File: config.mk
export PLATFORM = sky130hd
export DESIGN_NAME = mdio_apb_master
export DESIGN_NICKNAME = d
export VERILOG_FILES = /design/src/rtl/mdio_apb_master.sv
export SDC_FILE = /design/constraint.sdc
export NUM_CORES = 1
export LEC_CHECK = 0
export BUFFER_PORTS_ARGS = -buffer_cell sky130_fd_sc_hd__buf_4
export CAP_MARGIN = 15
export CELL_PAD_IN_SITES_DETAIL_PLACEMENT = 0
export CELL_PAD_IN_SITES_GLOBAL_PLACEMENT = 1
export CORE_AREA = 2 2 90 101
export DETAILED_ROUTE_END_ITERATION = 8
export DIE_AREA = 0 0 92 103
export PLACE_DENSITY_LB_ADDON = 0.1
export SLEW_MARGIN = 10
export SYNTH_ARGS = -nofsm -noshare
export SYNTH_HDL_FRONTEND = slang
export SYNTH_SLANG_ARGS = --single-unit
File: constraint.sdc
create_clock -name clk -period 1.33 [get_ports clk]
set_input_delay 0.1995 -clock clk [delete_from_list [all_inputs] [get_ports clk]]
set_output_delay 0.1995 -clock clk [all_outputs]
set_load 0.02 [all_outputs]
File: src/rtl/mdio_apb_master.sv
// mdio_apb_master: turns single MDIO register commands into APB3 transfers.
// One transfer in flight at a time. Read data and error come back as a
// one-cycle rsp_valid pulse.
// Optional build macro: MDIO_APB_TIMEOUT_EN adds a PREADY watchdog that aborts
// an ACCESS phase after TIMEOUT_CYC cycles. Without it, ACCESS waits
// indefinitely and TIMEOUT_CYC is unused.
module mdio_apb_master #(
  parameter int unsigned ADDR_W      = 21,
  parameter int unsigned DATA_W      = 16,
  parameter int unsigned TIMEOUT_CYC = 255
) (
  input  logic              clk,
  input  logic              rst,
  input  logic              cmd_valid,
  output logic              cmd_ready,
  input  logic              cmd_write,
  input  logic [ADDR_W-1:0] cmd_addr,
  input  logic [DATA_W-1:0] cmd_wdata,
  output logic              rsp_valid,
  output logic [DATA_W-1:0] rsp_rdata,
  output logic              rsp_err,
  output logic [ADDR_W-1:0] req_paddr,
  output logic              req_pwrite,
  output logic              req_psel,
  output logic              req_penable,
  output logic [DATA_W-1:0] req_pwdata,
  input  logic              req_pready,
  input  logic [DATA_W-1:0] req_prdata,
  input  logic              req_pslverr,
  output logic              busy
);

  typedef enum logic [1:0] {
    S_IDLE,
    S_SETUP,
    S_ACCESS,
    S_RESP
  } state_t;

  state_t state;
  logic   timeout_hit;

`ifdef MDIO_APB_TIMEOUT_EN
  localparam int unsigned CNT_W = $clog2(TIMEOUT_CYC + 1);

  logic [CNT_W-1:0] wait_cnt;
  logic [CNT_W-1:0] cnt_inc;

  // Saturating increment; the abort fires on the cycle the count would reach
  // TIMEOUT_CYC, i.e. after TIMEOUT_CYC ACCESS cycles without PREADY.
  always_comb begin
    cnt_inc     = (wait_cnt == CNT_W'(TIMEOUT_CYC)) ? wait_cnt : wait_cnt + 1'b1;
    timeout_hit = (cnt_inc >= CNT_W'(TIMEOUT_CYC));
  end
`else
  // No watchdog: ACCESS only ends on PREADY.
  always_comb begin
    timeout_hit = 1'b0;
  end
`endif

  // Transfer FSM; every output is a register updated here.
  always_ff @(posedge clk) begin
    if (rst) begin
      state       <= S_IDLE;
      cmd_ready   <= 1'b1;
      busy        <= 1'b0;
      rsp_valid   <= 1'b0;
      rsp_rdata   <= '0;
      rsp_err     <= 1'b0;
      req_paddr   <= '0;
      req_pwrite  <= 1'b0;
      req_psel    <= 1'b0;
      req_penable <= 1'b0;
      req_pwdata  <= '0;
`ifdef MDIO_APB_TIMEOUT_EN
      wait_cnt    <= '0;
`endif
    end else begin
      case (state)
        S_IDLE: begin
          if (cmd_valid && cmd_ready) begin
            req_paddr  <= cmd_addr;
            req_pwrite <= cmd_write;
            req_pwdata <= cmd_write ? cmd_wdata : '0;
            req_psel   <= 1'b1;
            cmd_ready  <= 1'b0;
            busy       <= 1'b1;
            state      <= S_SETUP;
          end
        end

        S_SETUP: begin
          req_penable <= 1'b1;
`ifdef MDIO_APB_TIMEOUT_EN
          wait_cnt    <= '0;
`endif
          state       <= S_ACCESS;
        end

        S_ACCESS: begin
          if (req_pready) begin
            // Read data only for error-free reads; writes and errors return 0.
            rsp_rdata   <= (!req_pwrite && !req_pslverr) ? req_prdata : '0;
            rsp_err     <= req_pslverr;
            rsp_valid   <= 1'b1;
            req_psel    <= 1'b0;
            req_penable <= 1'b0;
            state       <= S_RESP;
          end else if (timeout_hit) begin
            rsp_rdata   <= '0;
            rsp_err     <= 1'b1;
            rsp_valid   <= 1'b1;
            req_psel    <= 1'b0;
            req_penable <= 1'b0;
            state       <= S_RESP;
          end else begin
`ifdef MDIO_APB_TIMEOUT_EN
            wait_cnt    <= cnt_inc;
`endif
          end
        end

        S_RESP: begin
          rsp_valid <= 1'b0;
          busy      <= 1'b0;
          cmd_ready <= 1'b1;
          state     <= S_IDLE;
        end

        default: begin
          state <= S_IDLE;
        end
      endcase
    end
  end

endmodule

==> impl_metrics.toml, run 1 <==
[outcome]
status = "complete, but fails checks"
violations = "negative setup slack"

[critical_path]
reg2reg_depth = 6
critPathMaxFanout = 8
endpoint_kind = "register"
arrival_ns = 1.64
rr_startpoint = "state[1]"
cp-start-kind = "register"
rr_endpoint = "rsp_rdata[11]"
reg2reg_slack_ns = -0.08
crit_type = "reg -> reg"
crit_required_ns = 1.56

[die]
coreArea_sq_um = 8560
rows = 36
die_w_um = 92
pin_count = 119
die_y_um = 103
start_util_pct = 27.1
dieArea_sq_um = 9480

[layout]
n_antenna_cell = 0
fillers = 876
multi_input_area_sq_um = 1130
finish.utilization_pct = 46.1
drive_gt1_share_pct = 45.9
finalNetCount = 467
area_delta_synth_final_pct = 70.2
layout.area.seq_sq_um = 1250
fin_area_sq_um = 3950

[clocking]
root_buffer = "clkbuf_8"
cts.sinks = 62
holdBufCountCts = 0
h-tree-depth = 3
clockBufferDepth = 2
cts_tree = "built"
clock_latency_ns = 0.33
clkTransAtPathRegs_ns = 0.07
cts_buffers = 9

[timing]
skew_ns = 0.00552
hold_viol_final = 0
max_freq_mhz = 711
min_period_over_period_pct = 106
rsz0062_at_grt = "true"
setup_viol = 26
period_needed_ns = 1.41
slew_headroom_pct = 80.0
maxSlewViolCount = 0
worst_pin_slew_ns = 0.300
postLayoutSetupSlackWorst_ns = -0.0773

[yosys]
yosysSeqAreaShare_pct = 53.5
yosysTopAreaCellShare_pct = 53.5
ys_ff_latch = 62
syn_nets = 336
yosys-top-cells-area = "dfxtp_1, nand2_1, a21oi_1, a22oi_1, nand3_1"
ys.warnings.count = 0
synthCells = 271
synth_area_sq_um = 2320
synth_top_area_cell = "dfxtp_1"
ys_types = 25
synth.avg_cell_area_sq_um = 8.56

[place]
routabilityCongestion = 0.742
hpwl_um = 4490
dpl_cell_area_sq_um = 3460
port_buffers = 118

[drt]
dr_total_vias = 2322
vias_per_cell = 4.46
wl_per_cell_um = 13.4
first_pass_iters = 4
routed_wirelength_um = 7000
drc = 0
ant_nets = 0
drt_iter0_drc = 56

[global_routing]
grtUsageTotal_pct = 14.1
grt_max_degree = 33
grt_pass1_vias = 2165
grt-ovfl-total = 0
grt_antenna_before_repair = 0
grt_pass1_wl_um = 10500

[worst_hold_path]
hold_path.class = "in -> reg"
holdPathEnd = "rsp_rdata[7]"
whs_path_depth = 3
hp-start = "req_prdata[7]"

[power_and_ir_drop]
leakagePower_uw = 0.00170
power_density_nw_per_um2 = 1780
ir_drop_mv = 0.890

[job]
maxCapViolCount = 0
-- cell type report --
cell class	count	area share, %
clock buffer	13	4.31
multi-input combinational	185	28.7
sequential	62	31.6
clock inverter	3	1.01
inverter	3	0.412
tap	114	3.61
timing repair buffer	141	30.3
-- cell usage after synthesis --
master / number
buf_2: 8
clkbuf_1: 10
buf_6: 2
and3_2: 1
a21boi_2: 1
inv_1: 3
buf_4: 1
ha_1: 6
nand2_1: 64
a2bb2oi_1: 1
o31ai_1: 1
mux2_2: 1
a211oi_1: 2
o22ai_1: 1
nor2_1: 20
o21a_1: 1
or4_1: 1
nor2b_1: 2
mux2i_1: 1
a21oi_1: 43
a22oi_1: 16
and4bb_1: 1
nand3_1: 18
nand2b_1: 4
dfxtp_1: 62
-- how the worst max path moves through the flow --
stage	end	slack [ns]	start	cells past startpoint
after floorplan	req_psel	-0.03	state[0]	5
after global placement	req_psel	-0.03	state[1]	5
after global routing	rsp_rdata[13]	-0.11	state[1]	6
final	rsp_rdata[11]	-0.08	state[1]	6
after detailed placement	req_psel	-0.07	state[1]	5
after CTS	req_psel	-0.05	state[0]	5
-- cell usage in the layout (no fill, tap or decap), types with 3 or more instances in the layout --
| cell | instances |
|---|---|
| buf_4 | 129 |
| nand3_1 | 17 |
| nand2_1 | 64 |
| a21oi_1 | 41 |
| clkbuf_8 | 10 |
| clkbuf_16 | 4 |
| dfxtp_1 | 60 |
| buf_12 | 6 |
| a22oi_2 | 14 |
| nand2b_1 | 4 |
| buf_6 | 3 |
| nor2_1 | 19 |
| ha_4 | 4 |
-- layer usage --
layer | wire, um | GRT usage, % | vias up
met1 | 3090 | 17.4 | 1075
met5 | 0 | 0 | -
li1 | - | - | 1172
met3 | 404 | 3.80 | 8
met4 | 76 | 6.89 | 0
met2 | 3430 | 22.9 | 67
-- flip-flops by register name, summed over array words and instances, names as in the netlist, 2 cells and up --
signal      cells
req_paddr      21
req_pwdata     16
state           2
rsp_rdata      16
-- where the power goes --
group | internal (uW) | total, uW | leakage (uW) | switching, uW
clock | 1030 | 1750 | 0.000109 | 719
sequential | 2150 | 2350 | 0.000506 | 192
combinational | 1480 | 2950 | 0.00108 | 1460
-- per-stage QoR --
stage / power [uW] / worst slack, ns / hold slack, ns / std cells / TNS, ns
2_1_floorplan: 3700 / -0.0305 / 0.336 / 271 / -0.331
3_3_place_gp: 4790 / -0.0307 / 0.435 / 497 / -0.0307
3_5_place_dp: 4800 / -0.0666 / 0.444 / 497 / -0.312
4_1_cts: 6770 / -0.0509 / 0.0810 / 516 / -0.580
5_1_grt: 7480 / -0.113 / 0.0915 / 521 / -3.36
6_report: 7040 / -0.0773 / 0.0917 / 521 / -0.787
-- what timing repair did --
action	4_1_cts	5_1_grt
pin swaps	4	3
gates cloned	0	4
resized for setup	10	23
buffers inserted	3	1
setup endpoints to repair	18	57
-- worst max-delay path, stage by stage, from the launching register on --
cell,delay [ns]
dfxtp_4,0.36
buf_6,0.13
ha_4,0.18
and4bb_2,0.27
clkbuf_16,0.18
a22oi_1,0.14
nor2_1,0.06
-- cell families (layout without fill, tap and decap cells) --
kind of cell | count (synthesis) | after routing | share of synthesized area (%)
multiplexers | 2 | 2 | 0.917
adder cells (fa/ha/maj) | 6 | 6 | 3.24
AO/OA/AOI/OAI | 66 | 66 | 16.9
buffers and inverters | 24 | 160 | 5.13
AND/OR/NAND/NOR | 111 | 111 | 20.3
flip-flops | 62 | 62 | 53.5
Note: power is estimated with default switching activity, not from simulation.
==> run 2, diff against run 1 <==
--- a/config.mk
+++ b/config.mk
@@ -9,9 +9,9 @@
 export CAP_MARGIN = 15
 export CELL_PAD_IN_SITES_DETAIL_PLACEMENT = 0
 export CELL_PAD_IN_SITES_GLOBAL_PLACEMENT = 1
-export CORE_AREA = 2 2 90 101
+export CORE_AREA = 2 2 82 92
 export DETAILED_ROUTE_END_ITERATION = 8
-export DIE_AREA = 0 0 92 103
+export DIE_AREA = 0 0 84 94
 export PLACE_DENSITY_LB_ADDON = 0.1
 export SLEW_MARGIN = 10
 export SYNTH_ARGS = -nofsm -noshare
==> constraint.sdc (replaced) <==
create_clock -name clk -period 1.7 [get_ports clk]
set_input_delay 0.255 -clock clk [delete_from_list [all_inputs] [get_ports clk]]
set_output_delay 0.255 -clock clk [all_outputs]
set_load 0.02 [all_outputs]
==> run 2 against run 1 <==
The run now ends clean. Utilization is 3.8 points higher. Die area is 17% lower. Critical path type unchanged. Largest power group is now registers. Critical path depth is 1 lower.
==> impl_metrics.toml, run 2 (synthesis results as in run 1) <==
[outcome]
status = "completed"

[die]
start_util_pct = 33.5
coreArea_sq_um = 6930
rows = 32
die_y_um = 94
die_w_um = 84
dieArea_sq_um = 7900
pin_count = 119

[drt]
routed_wirelength_um = 6230
wl_per_cell_um = 13.2
ant_nets = 0
vias_per_cell = 4.70
dr_total_vias = 2223
drt_iter0_drc = 59
first_pass_iters = 4
drc = 0

[timing]
worst_pin_slew_ns = 0.366
min_period_over_period_pct = 91.8
slew_headroom_pct = 75.6
period_needed_ns = 1.56
whs_ns = 0.153
rsz0062_at_grt = "false"
skew_ns = 0.00786
max_freq_mhz = 640
setup-tns-final_ns = 0
hold_viol_final = 0
setup_viol = 0
maxSlewViolCount = 0

[critical_path]
cp-start-kind = "register"
critPathBufInv = 1
critPathMaxFanout = 5
endpoint_kind = "register"
crit_type = "reg -> reg"
path_cells = "inv_1 -> ha_1 -> a21boi_2 -> or4_1 -> a21oi_1"
crit_slowest_cell = "or4_1"
crit_required_ns = 1.97
path_depth = 5
crit_family = "simple AND/OR/NAND/NOR gates"
arrival_ns = 1.83
slowest_delay_ns = 0.50
reg2reg_depth = 5

[place]
hpwl_um = 4260
placed_cells = 459
routabilityCongestion = 0.726
port_buffers = 118

[power_and_ir_drop]
swShare_pct = 34.6
leakagePower_uw = 0.00153
ir_drop_mv = 0.752
p_int_uw = 3030
p_sw_uw = 1600
combPwrFrac_pct = 35.8
power_density_nw_per_um2 = 1340
clock_power_share_pct = 25.0
pwr-share-seq_pct = 39.2

[global_routing]
grt_antenna_before_repair = 0
grt_max_degree = 40
grtUsageTotal_pct = 15.7
grt_pass1_wl_um = 9650
grt_pass1_vias = 2001
grt-ovfl-total = 0

[clocking]
holdBufCountCts = 0
postCtsSetupBuffers = 0
cts_tree = "built"
clkTransAtPathRegs_ns = 0.07
cts_buffers = 9
cts.sinks = 62
root_buffer = "clkbuf_8"
h-tree-depth = 3
clock_latency_ns = 0.33
clockBufferDepth = 2

[layout]
n_antenna_cell = 0
largest_reg_flops = 21
layout_common_cells = "buf_4, nand2_1, dfxtp_1"
reg_top3 = "req_paddr (21), req_pwdata (16), rsp_rdata (16)"
area_delta_synth_final_pct = 49.2
stdcell_count = 473
drive_gt1_share_pct = 36.3
finalNetCount = 450
regMostFlops = "req_paddr"
mostFrequentLayoutCell = "buf_4"

[worst_hold_path]
hold_path.class = "in -> reg"
whs_path_depth = 3

[job]
maxCapViolCount = 0
==> run 2: through the flow <==
stage               worst slack [ns]  instance area [sq um]  utilization (%)  total power, uW
floorplan                      0.225                   2320                -             2850
global placement               0.102                   3290             47.4             3510
detailed placement            0.0650                   3290             47.4             3530
CTS                           0.0458                   3460             49.9             4710
global route                  0.0304                   3460             49.9             4940
finish                         0.139                   3460             49.9             4630
==> run 2: power by group through the flow <==
stage          combinational [uW]  sequential [uW]  clock [uW]
5_1_grt                      1810             1840        1280
6_report                     1660             1820        1160
3_5_place_dp                 1690             1850           0
3_3_place_gp                 1670             1840           0
4_1_cts                      1690             1820        1200
2_1_floorplan                 778             2070           0
==> run 2: per-layer routing <==
layer,wire length (um),track usage (%),vias to the layer above
met5,0,0,-
met4,148,8.74,0
met3,364,4.39,12
met2,3030,25.9,71
met1,2690,18.3,1003
li1,-,-,1137
==> run 2: cell type report <==
cell class	instances	area [sq um]
Multi-Input combinational cell	185	958
Timing Repair Buffer	124	968
Inverter	3	11.3
Fill cell	716	3470
Clock inverter	1	5.00
Clock buffer	13	169
Sequential cell	62	1240
Tap cell	85	106
==> run 2: final timing paths <==
| check | startpoint | to | slack (ns) |
|---|---|---|---|
| worst max-delay path | state[1] | req_psel | 0.14 |
| worst min-delay path | req_prdata[0] | rsp_rdata[0] | 0.15 |
| worst max register to register | state[1] | req_psel | 0.14 |
| worst min register to register | req_pwdata[4] | req_pwdata[4] | 0.45 |
==> run 2: tightest hold or removal path: stages <==
cell and delay [ns]:
buf_4 0.08, a22oi_1 0.05, nor2_1 0.07
==> run 2: timing repair <==
action	4_1_cts	5_1_grt
resized for setup	0	1
endpoints found under the hold margin	0	0
setup endpoints to repair	0	16
